**src/rtl/ice_pkg.sv**
```systemverilog
// Shared definitions for the ICE serial link: FSM states, tag constants and
// the tagged-nibble byte helpers used by both the transmitter and the command decoder.
package ice_pkg;

    typedef enum logic [1:0] {
        IDLE  = 2'd0,
        START = 2'd1,
        DATA  = 2'd2,
        STOP  = 2'd3
    } ice_state_e;

    localparam int          ICE_OVERSAMPLE = 16;
    localparam logic [3:0]  ICE_TAG_ADDR   = 4'd0;
    localparam logic [3:0]  ICE_TAG_DATA   = 4'd4;

    // Pick nibble idx (0 = least significant) out of a 16-bit word.
    function automatic logic [3:0] ice_nibble(input logic [15:0] word, input logic [1:0] idx);
        logic [3:0] nib;
        case (idx)
            2'd0:    nib = word[3:0];
            2'd1:    nib = word[7:4];
            2'd2:    nib = word[11:8];
            2'd3:    nib = word[15:12];
            default: nib = 4'd0;
        endcase
        return nib;
    endfunction

    // Tag in the high nibble (address or data group plus nibble index), payload low.
    function automatic logic [7:0] ice_make_byte(input logic kind, input logic [1:0] idx,
                                                 input logic [3:0] payload);
        logic [3:0] tag;
        tag = (kind ? ICE_TAG_DATA : ICE_TAG_ADDR) | {2'b00, idx};
        return {tag, payload};
    endfunction

endpackage

```
**src/rtl/uart_tx_frame.sv**
```systemverilog
// Single-byte 8N1 serializer paced by an oversample strobe. A follow-on byte
// offered while the stop bit ends is chained with no idle gap.
module uart_tx_frame
    import ice_pkg::*;
#(
    parameter int OVERSAMPLE = ICE_OVERSAMPLE
) (
    input  logic       CLK,
    input  logic       I_RESET,
    input  logic       i_baud,
    input  logic       i_load,
    input  logic       i_more,
    input  logic [7:0] i_data,
    output logic       o_busy,
    output logic       o_done,
    output logic       o_tx,
    output logic       o_frame_end
);

    localparam logic [3:0] TICK_MAX = 4'(OVERSAMPLE - 1);

    ice_state_e state_q, state_d;
    logic [3:0] tick_q, tick_d;
    logic [2:0] bit_q, bit_d;
    logic [7:0] shreg_q, shreg_d;
    logic       tx_q, tx_d;
    logic       busy_q, busy_d;
    logic       done_q, done_d;
    logic       bit_end;

    assign bit_end     = i_baud && (tick_q == TICK_MAX);
    assign o_frame_end = (state_q == STOP) && bit_end;
    assign o_busy      = busy_q;
    assign o_done      = done_q;
    assign o_tx        = tx_q;

    // Next-state, bit timing and line value for the frame in flight.
    always_comb begin
        state_d = state_q;
        tick_d  = tick_q;
        bit_d   = bit_q;
        shreg_d = shreg_q;
        tx_d    = tx_q;
        busy_d  = busy_q;
        done_d  = 1'b0;

        if ((state_q != IDLE) && i_baud) begin
            tick_d = bit_end ? 4'd0 : (tick_q + 4'd1);
        end else begin
            tick_d = tick_q;
        end

        case (state_q)
            IDLE: begin
                if (i_load) begin
                    state_d = START;
                    tick_d  = 4'd0;
                    bit_d   = 3'd0;
                    shreg_d = i_data;
                    tx_d    = 1'b0;
                    busy_d  = 1'b1;
                end else begin
                    state_d = IDLE;
                end
            end
            START: begin
                if (bit_end) begin
                    state_d = DATA;
                    bit_d   = 3'd0;
                    tx_d    = shreg_q[0];
                end else begin
                    state_d = START;
                end
            end
            DATA: begin
                if (bit_end) begin
                    if (bit_q == 3'd7) begin
                        state_d = STOP;
                        tx_d    = 1'b1;
                    end else begin
                        bit_d   = bit_q + 3'd1;
                        shreg_d = {1'b0, shreg_q[7:1]};
                        tx_d    = shreg_q[1];
                    end
                end else begin
                    state_d = DATA;
                end
            end
            STOP: begin
                if (bit_end) begin
                    if (i_more) begin
                        state_d = START;
                        bit_d   = 3'd0;
                        shreg_d = i_data;
                        tx_d    = 1'b0;
                    end else begin
                        state_d = IDLE;
                        tx_d    = 1'b1;
                        busy_d  = 1'b0;
                        done_d  = 1'b1;
                    end
                end else begin
                    state_d = STOP;
                end
            end
            default: begin
                state_d = IDLE;
                tick_d  = 4'd0;
                bit_d   = 3'd0;
                tx_d    = 1'b1;
                busy_d  = 1'b0;
            end
        endcase
    end

    // Frame state registers; line idles high.
    always_ff @(posedge CLK) begin
        if (I_RESET) begin
            state_q <= IDLE;
            tick_q  <= 4'd0;
            bit_q   <= 3'd0;
            shreg_q <= 8'd0;
            tx_q    <= 1'b1;
            busy_q  <= 1'b0;
            done_q  <= 1'b0;
        end else begin
            state_q <= state_d;
            tick_q  <= tick_d;
            bit_q   <= bit_d;
            shreg_q <= shreg_d;
            tx_q    <= tx_d;
            busy_q  <= busy_d;
            done_q  <= done_d;
        end
    end

endmodule

```
**src/rtl/ice_tx.sv**
```systemverilog
// ICE reply transmitter: sends a 16-bit word as four tagged-nibble UART bytes,
// least significant nibble first, back to back.
module ice_tx
    import ice_pkg::*;
#(
    parameter int OVERSAMPLE = ICE_OVERSAMPLE
) (
    input  logic        CLK,
    input  logic        I_RESET,
    input  logic        I_BAUD16,
    input  logic        I_SEND,
    input  logic        I_KIND,
    input  logic [15:0] I_WORD,
    output logic        O_BUSY,
    output logic        O_DONE,
    output logic        O_TX
);

    logic [15:0] word_q, word_d;
    logic        kind_q, kind_d;
    logic [1:0]  nib_q, nib_d;
    logic [1:0]  nib_next;
    logic        accept;
    logic        frame_end;
    logic        frame_more;
    logic        frame_busy;
    logic        frame_done;
    logic [7:0]  frame_data;

    // The done cycle still counts as busy for acceptance: a request there is dropped.
    assign accept     = I_SEND && !frame_busy && !frame_done;
    assign nib_next   = nib_q + 2'd1;
    assign frame_more = (nib_q != 2'd3);
    assign frame_data = accept ? ice_make_byte(I_KIND, 2'd0, I_WORD[3:0])
                               : ice_make_byte(kind_q, nib_next, ice_nibble(word_q, nib_next));

    // Word latch and nibble sequencer.
    always_comb begin
        word_d = word_q;
        kind_d = kind_q;
        nib_d  = nib_q;
        if (accept) begin
            word_d = I_WORD;
            kind_d = I_KIND;
            nib_d  = 2'd0;
        end else if (frame_end) begin
            nib_d  = nib_next;
        end else begin
            nib_d  = nib_q;
        end
    end

    // Sequencer registers.
    always_ff @(posedge CLK) begin
        if (I_RESET) begin
            word_q <= 16'd0;
            kind_q <= 1'b0;
            nib_q  <= 2'd0;
        end else begin
            word_q <= word_d;
            kind_q <= kind_d;
            nib_q  <= nib_d;
        end
    end

    uart_tx_frame #(
        .OVERSAMPLE (OVERSAMPLE)
    ) u_frame (
        .CLK         (CLK),
        .I_RESET     (I_RESET),
        .i_baud      (I_BAUD16),
        .i_load      (accept),
        .i_more      (frame_more),
        .i_data      (frame_data),
        .o_busy      (frame_busy),
        .o_done      (frame_done),
        .o_tx        (O_TX),
        .o_frame_end (frame_end)
    );

    assign O_BUSY = frame_busy;
    assign O_DONE = frame_done;

endmodule

```
**config.mk**
```make
export PLATFORM = sky130hd
export DESIGN_NAME = ice_tx
export DESIGN_NICKNAME = d
export VERILOG_FILES = /design/src/rtl/ice_pkg.sv /design/src/rtl/uart_tx_frame.sv /design/src/rtl/ice_tx.sv
export SDC_FILE = /design/constraint.sdc
export NUM_CORES = 1
export LEC_CHECK = 0
export BUFFER_PORTS_ARGS = -buffer_cell sky130_fd_sc_hd__buf_2
export CAP_MARGIN = 40
export CELL_PAD_IN_SITES_DETAIL_PLACEMENT = 0
export CELL_PAD_IN_SITES_GLOBAL_PLACEMENT = 1
export CORE_ASPECT_RATIO = 0.6
export CORE_MARGIN = 4
export CORE_UTILIZATION = 43
export DETAILED_ROUTE_END_ITERATION = 10
export GPL_TIMING_DRIVEN = 0
export PLACE_DENSITY = 0.9
export REMOVE_ABC_BUFFERS = 1
export SYNTH_ARGS = -nofsm -noshare
export SYNTH_HDL_FRONTEND = slang
export SYNTH_HIERARCHICAL = 1
export SYNTH_SLANG_ARGS = --single-unit
export TNS_END_PERCENT = 10
```
**constraint.sdc**
```tcl
create_clock -name CLK -period 2.3 [get_ports CLK]
set_input_delay 0.46 -clock CLK [delete_from_list [all_inputs] [get_ports CLK]]
set_output_delay 0.46 -clock CLK [all_outputs]
set_load 0.03 [all_outputs]
```
# Word-level counts from Yosys, hierarchy flattened
# Cells that the tools add are included.
# classes
addsub	3
eq_ne	17
muxes	39
n_bitwise	3
n_reduce_logical	18
# ops
op	n
$mux 8	5
$mux 3	8
$pmux 8 s3	1
$mux 4	4
$pmux 4 s4	1
$pmux 3 s4	1
$reduce_and 6->1	2
$mux 1	11
$ne 2x2->1 const B	5
$eq 2x2->1 const B	4
$mux 2	4
$pmux 2 s4	1
$reduce_and 4->1	2
$mux 7	1
$ne 2x1->1 const B	3
$logic_and 1x1->1	5
$add 4x1->4 const B	1
$eq 2x1->1 const B	2
$eq 4x4->1 const B	1
$logic_not 2->1	2
$pmux 1 s4	1
$reduce_bool 2->1	2
$add 3x1->3 const B	1
$eq 3x3->1 const B	1
other kinds (9)	11
# word_totals
regBits	39

# Depth between registers and ports, before layout
# Gate-level depths: netlist of the first run.
# logic_depth
word_depth	7
ltp_mapped	8
mapped_depth_nobuf	7

# Cells and area by module
# Netlist of the first run, hierarchy kept.
# modules_own_cells
module	n_inst	cells_each	area_per_inst_um2	seq_area_each_um2
uart_tx_frame	1	114	1016.0	400.4
ice_tx	1	109	883.3	380.4

# Worst setup path before layout of the first run
# No wires, ideal clock.
# synth_timing
path_kind	flip-flop to flip-flop
start	register u_frame.busy_q (netlist: u_frame/o_busy)
end	register u_frame.bit_q[1]
setup_ns	0.096
arrival_time_ns	1.795
t_required_ns	2.204
setup_slack_ns	0.410
stages_incl_launch_ff	9
path_buffers	3
path_cell_list	dfxtp_1 -> or3b_4 -> clkinv_2 -> buf_6 -> and2_1 -> buf_2 -> or2_1 -> buf_6 -> o41ai_2
# synth_via
elab_chain_len	5
# synth_rtl
item	line_no	rtl
start, declared	uart_tx_frame.sv:27	logic busy_q, busy_d;
start signal, assigned	uart_tx_frame.sv:132	busy_q <= busy_d;
$logic_not 1->1	ice_tx.sv:31	assign accept = I_SEND && !frame_busy && !frame_done;
$logic_and 1x1->1 (2 in a row)	ice_tx.sv:31	
named net accept	ice_tx.sv:23	logic accept;
$ne 2x2->1 (no line)	n/a	
$reduce_and 6->1 (no line)	n/a	
end signal, assigned	uart_tx_frame.sv:129	bit_q <= bit_d;
end, declared	uart_tx_frame.sv:24	logic [2:0] bit_q, bit_d;
# The timed path passes the listed nets, and every way through them passes these cells.
# A chain may end at the register's enable or synchronous reset.

# Worst setup path after layout of the first run
# layout_timing
start	register u_frame.busy_q (netlist: u_frame/o_busy)
end	register u_frame.shreg_q[0]
# layout_via
elab_chain_len	7
elab_cells_between_ends	10
classes_between	eq/ne: 1; mux: 5; reduce/logical: 4
# layout_rtl
item	line_no	rtl
$logic_not 1->1 (*)	ice_tx.sv:31	
$logic_and 1x1->1 (*) (2 in a row)	ice_tx.sv:31	
$mux 7	ice_tx.sv:34	assign frame_data = accept ? ice_make_byte(I_KIND, 2'd0, I_WORD[3:0])
$mux 8	uart_tx_frame.sv:91	if (i_more) begin
$mux 8	uart_tx_frame.sv:90	if (bit_end) begin
$pmux 8 s3	uart_tx_frame.sv:53	case (state_q)
end signal, assigned	uart_tx_frame.sv:130	shreg_q <= shreg_d;
end, declared	uart_tx_frame.sv:25	logic [7:0] shreg_q, shreg_d;
# Every way passes the cells marked *; elsewhere a longest branch is shown, timed or not. The select of a mux whose other input is x is not followed.

==> out/results.ini, run 1 <==
[placement]
port_buffers = 23
dp_hpwl_microns = 2720
gp_congestion = 0.814
place_inst = 291
place_ws_ps = -344
place_area_sq_um = 2000

[logic_synthesis]
synth_edf_count = 0
synth-seq-cells = 39
synth-seq-area-share_pct = 41.1
ys.flop_type = dfxtp_1
synth_cells = 223
netlist_area_sq_um = 1900
avgSynthCellArea_sq_um = 8.52
async_reset_ff_share_pct = 0
ys_warn_count = 6
synthTopCellsByArea = dfxtp_1, nand2_1, a21oi_1
ys_types = 44
yosysTopAreaCellShare_pct = 41.1
yosys.area.top_type = dfxtp_1

[global_routing]
grt_first_pass_wirelength_microns = 6610
grt_overflow_total = 0
antenna_found_initial = 0
grt_usage_pct = 15.4
grt_pass1_vias = 1351
grt_max_degree = 39

[setup_path]
crit_path_end_kind = flip-flop
crit_fanout = 23
worstPathArrival_ps = 2160
setup.worst_path.start_class = flip-flop
cp.required_ps = 2440
path_class = flip-flop to flip-flop

[timing]
fin_skew_ps = 6.63
rsz0062_at_grt = no
finalSetupViolCount = 0
setup_ws_ps = 281
drv_slew = 0
hold_violations = 0
period_share_pct = 87.8
fmax_mhz = 495
fin_hold_ws_ps = 399
tightest_slew_ps = 730
post-route-min-period_ps = 2020
fin_tns_setup_ps = 0
slew_headroom_pct = 51.3

[detailed_routing]
route.detailed.drc = 0
detail-route-antenna-nets = 0
routed_wl_microns = 3970
viasPerCell = 5.23
drt_iter0_drc = 92
wl_per_cell_microns = 13.3
drt-pass1-iter-count = 7
vias = 1563

[floorplanning]
die_area_sq_um = 5580
die_h_microns = 59.5
core_area_sq_um = 4190
rows = 18
ios = 24
initial_core_util_pct = 45.3
die_w_microns = 93.8

[finish]
areaGrowthSynthToFinish_pct = 9.68
drive_gt1_share_pct = 15.5
finalInstanceArea_sq_um = 2080
n_antenna_cell = 0
final_nets = 267
post-route-util_pct = 49.7
finalNonFillerCells = 299

[power_and_ir_drop]
pwr_density_cell_nw_per_um2 = 649
power_mw = 1.35
p_leak_nw = 0.865
vdd_drop_max_uv = 286

[clock_tree]
cts_sinks = 39
cts_htree_levels = 2
insertion_delay_ps = 300
cts_tree = done
cts_buffers = 5
clk_pin_slew_ps = 70
postCtsSetupRepairBufs = 0
cts_hold_buf = 0
clockBufferDepth = 2
cts-root-buf = clkbuf_8

[run]
max_cap_viol_count = 0

[status]
status = finished, final reports clean

[hold_path]
worstHoldPathType = input port to flip-flop

## what timing repair did
action                     in CTS  in global routing
setup endpoints to repair      11                 11
resized for setup               1                  2
cloned                          0                  0
## layout by cell type (no fill, tap or decap), types with 2 or more instances in the layout
cell,instances
dfxtp_1,39
nand2_1,35
buf_2,23
a21oi_1,21
nor3_1,15
o21ai_0,12
nor2_1,10
inv_1,9
mux2i_1,9
ha_1,8
a211oi_1,7
and2_1,6
clkbuf_8,5
a222oi_1,4
xnor2_1,2
clkbuf_1,2
nand3_1,2
o211ai_1,2
nor4_1,2
a22o_1,2
## area by class of cell
cell class / count / area, sq um
fill: 427 / 2110
multi-input combinational: 159 / 991
sequential: 39 / 781
timing repair buffer: 23 / 115
clock buffer: 7 / 76.3
tap: 60 / 75.1
inverter: 10 / 40.0
clock inverter: 1 / 5.00
## kinds of logic (layout without fill, tap and decap cells)
kind of cell | after synthesis | in the layout | synth area share [%]
AO/OA/AOI/OAI | 59 | 59 | 20.5
XOR/XNOR | 2 | 2 | 0.922
adder cells (fa/ha/maj) | 8 | 8 | 5.27
buffers and inverters | 25 | 41 | 6.92
flip-flops | 39 | 39 | 41.1
multiplexers | 10 | 10 | 5.53
other | 1 | 1 | 0.197
AND/OR/NAND/NOR | 79 | 79 | 19.6
## final timing paths
path             startpoint                 end  slack, ps  cells after the start
min reg2reg       word_q[2]           word_q[2]        450                      2
max          u_frame/o_busy  u_frame/shreg_q[0]        280                      5
min               I_WORD[8]           word_q[8]        400                      3
max reg2reg  u_frame/o_busy  u_frame/shreg_q[0]        280                      5
## cell usage after synthesis (2+ instances only)
cell and n:
nand3_1 2, nor4_1 2, ha_1 8, and2_1 7, o211ai_1 2, clkbuf_1 4
buf_2 4, a22o_1 2, xnor2_1 2, a21oi_1 21, inv_1 9, buf_1 2
buf_6 4, nor2_1 10, a211oi_1 7, dfxtp_1 39, a222oi_1 4, nor3_1 15
nand2_1 35, o21ai_0 12, mux2i_1 9
## worst max-delay path: stages, from the launching register on
cell and delay [ps]:
dfxtp_1 320, or3b_4 530, inv_4 250, and2_2 390, or2_4 270, a211oi_1 90
## power by group
| part | switching, mW | internal (mW) |
|---|---|---|
| registers | 0.0236 | 0.714 |
| logic | 0.100 | 0.0721 |
| clock network | 0.230 | 0.213 |
| total | 0.354 | 0.998 |
## flip-flops by register name, summed over array words and instances (netlist names)
register         flops
u_frame/bit_q        3
kind_q               1
u_frame/state_q      2
u_frame/o_tx         1
word_q              16
u_frame/shreg_q      8
u_frame/o_busy       1
nib_q                2
u_frame/o_done       1
u_frame/tick_q       4
## routing by layer
metal,global-route usage [%],wire length (microns),vias to the layer above
li1,-,-,820
met5,0,0,-
met1,24.3,2210,695
met2,18.5,1460,40
met4,8.02,82,0
met3,3.81,220,8
Note: power is estimated with default switching activity, not from simulation.
==> inputs of run 2 (changes only) <==
MAX_ROUTING_LAYER = met4   (was default)
==> out/results.ini, run 2 (synthesis results as in run 1) <==
[status]
status = finished, final reports clean  ; unchanged

[global_routing]
use_met2_pct = 18.4  ; was 18.5%
antenna_found_initial = 0  ; unchanged
grt_usage_pct = 15.9  ; was 15.4%
grt_use_met3_pct = 3.81  ; unchanged
grt.busiest_layer = met1  ; unchanged
grt_overflow_total = 0  ; unchanged
use_met1_pct = 24.4  ; was 24.3%
grt_max_degree = 39  ; unchanged
grt_first_pass_wirelength_microns = 6610  ; unchanged
grt_pass1_vias = 1350  ; was 1351

[placement]
port_buffers = 23  ; unchanged
gp_congestion = 0.826  ; was 0.814
dp_hpwl_microns = 2720  ; unchanged
place_ws_ps = -344  ; unchanged

[floorplanning]
die_area_sq_um = 5580  ; unchanged
initial_core_util_pct = 45.3  ; unchanged
die_w_microns = 93.8  ; unchanged
rows = 18  ; unchanged
die_h_microns = 59.5  ; unchanged
core_area_sq_um = 4190  ; unchanged
ios = 24  ; unchanged

[timing]
fin_hold_ws_ps = 398  ; was 399 ps
fmax_mhz = 495  ; about the same
rsz0062_at_grt = no  ; unchanged
period_share_pct = 87.8  ; about the same
setup_ws_ps = 281  ; about the same
drv_slew = 0  ; unchanged
finalSetupViolCount = 0  ; unchanged
tightest_slew_ps = 724  ; was 730 ps
post-route-min-period_ps = 2020  ; about the same
fin_skew_ps = 4.80  ; was 6.63 ps
hold_violations = 0  ; unchanged
slew_headroom_pct = 51.7  ; was 51.3%

[clock_tree]
insertion_delay_ps = 290  ; was 300 ps
clk_pin_slew_ps = 70  ; about the same
cts_buffers = 5  ; unchanged
cts-root-buf = clkbuf_8  ; unchanged
cts_htree_levels = 2  ; unchanged
cts_sinks = 39  ; unchanged
clockBufferDepth = 2  ; unchanged
cts_tree = done  ; unchanged

[setup_path]
path_delay_family = simple AND/OR/NAND/NOR gates  ; unchanged
worstPathArrival_ps = 2160  ; about the same
critical_path.max_stage_delay_ps = 530  ; about the same
setup.worst_path.start_class = flip-flop  ; unchanged
cp.required_ps = 2440  ; about the same
crit_fanout = 23  ; unchanged
path_class = flip-flop to flip-flop  ; unchanged
critPathBufInv = 1  ; unchanged
crit_chain = or3b_4 -> inv_4 -> and2_2 -> or2_4 -> a211oi_1  ; unchanged
cp_slowest_cell = or3b_4  ; unchanged
crit_path_end_kind = flip-flop  ; unchanged

[finish]
largest_reg_flops = 16  ; unchanged
top_regs = word_q: 16 flops, u_frame/shreg_q: 8 flops, u_frame/tick_q: 4 flops  ; unchanged
n_antenna_cell = 0  ; unchanged
drive_gt1_share_pct = 15.5  ; unchanged
final_nets = 267  ; unchanged
layout_commonest_cell = dfxtp_1  ; unchanged
mostFrequentLayoutCells = dfxtp_1, nand2_1, buf_2, a21oi_1, nor3_1  ; unchanged
largest-register = word_q  ; unchanged
areaGrowthSynthToFinish_pct = 9.68  ; unchanged

[detailed_routing]
viasPerCell = 5.19  ; was 5.23
drt-pass1-iter-count = 4  ; was 7
vias = 1551  ; was 1563
detail-route-antenna-nets = 0  ; unchanged
drt_iter0_drc = 90  ; was 92
routed_wl_microns = 3980  ; was 3970 microns
wl_per_cell_microns = 13.3  ; about the same
route.detailed.drc = 0  ; unchanged

[power_and_ir_drop]
swShare_pct = 26.1  ; was 26.2%
pwr_density_cell_nw_per_um2 = 648  ; was 649 nW/um^2
vdd_drop_max_uv = 286  ; about the same
p_leak_nw = 0.865  ; unchanged
internal_power_uw = 998  ; about the same
p_switching_uw = 352  ; was 354 uW
p_comb_share_pct = 12.8  ; was 12.7%
power_frac_seq_pct = 54.6  ; was 54.5%
p_clk_share_pct = 32.7  ; about the same

[run]
max_cap_viol_count = 0  ; unchanged

[hold_path]
worstHoldPathType = input port to flip-flop  ; unchanged

-- run 2: cell counts in the layout (fill, tap and decap cells not counted) --
No cell type changed its count.
-- run 2: layout make-up --
cell class              count  area, sq um
fillers                   427         2110
multi-input cells         159          991
flip-flops and latches     39          781
repair buffers             23          115
clock buffers               7         76.3
well taps                  60         75.1
inverters                  10         40.0
clock inverters             1         5.00
-- run 2: tightest hold or removal path, cell delays in order --
cell	delay (ps)
buf_2	100
nand2_1	50
a21oi_1	50
-- run 2: power by group through the flow --
stage               Clock (mW)  Combinational [mW]  Sequential [mW]
CTS                      0.461               0.171            0.737
finish                   0.441               0.172            0.737
floorplan                    0               0.108            0.753
global placement             0               0.168            0.751
global route             0.489               0.195            0.742
detailed placement           0               0.169            0.753
-- run 2: repair_timing --
action | in CTS | in global routing
setup endpoints to repair | 11 | 11
setup buffers | 0 | 0
hold buffers | 0 | 0
resized for setup | 1 | 2
-- run 2: stage by stage --
step	instances	power, mW	TNS, ps	util [%]	area [sq um]
after floorplan	208	0.861	0	-	1810
after global placement	291	0.919	-3240	47.7	2000
after detailed placement	291	0.922	-3330	47.7	2000
after CTS	299	1.37	0	49.6	2080
after global routing	299	1.43	0	49.7	2080
final	299	1.35	0	49.7	2080
-- run 2: final timing paths --
kind	start	end	slack, ps	cells past startpoint
max	u_frame/o_busy	u_frame/shreg_q[0]	280	5
min	I_WORD[10]	word_q[10]	400	3
max reg2reg	u_frame/o_busy	u_frame/shreg_q[0]	280	5
min reg2reg	word_q[2]	word_q[2]	450	2
-- run 2: metal layers --
layer  up-vias  wire length [microns]
met4         0                     62
met5         -                      0
met3         6                    226
met2        38                   1530
li1        816                      -
met1       691                   2160
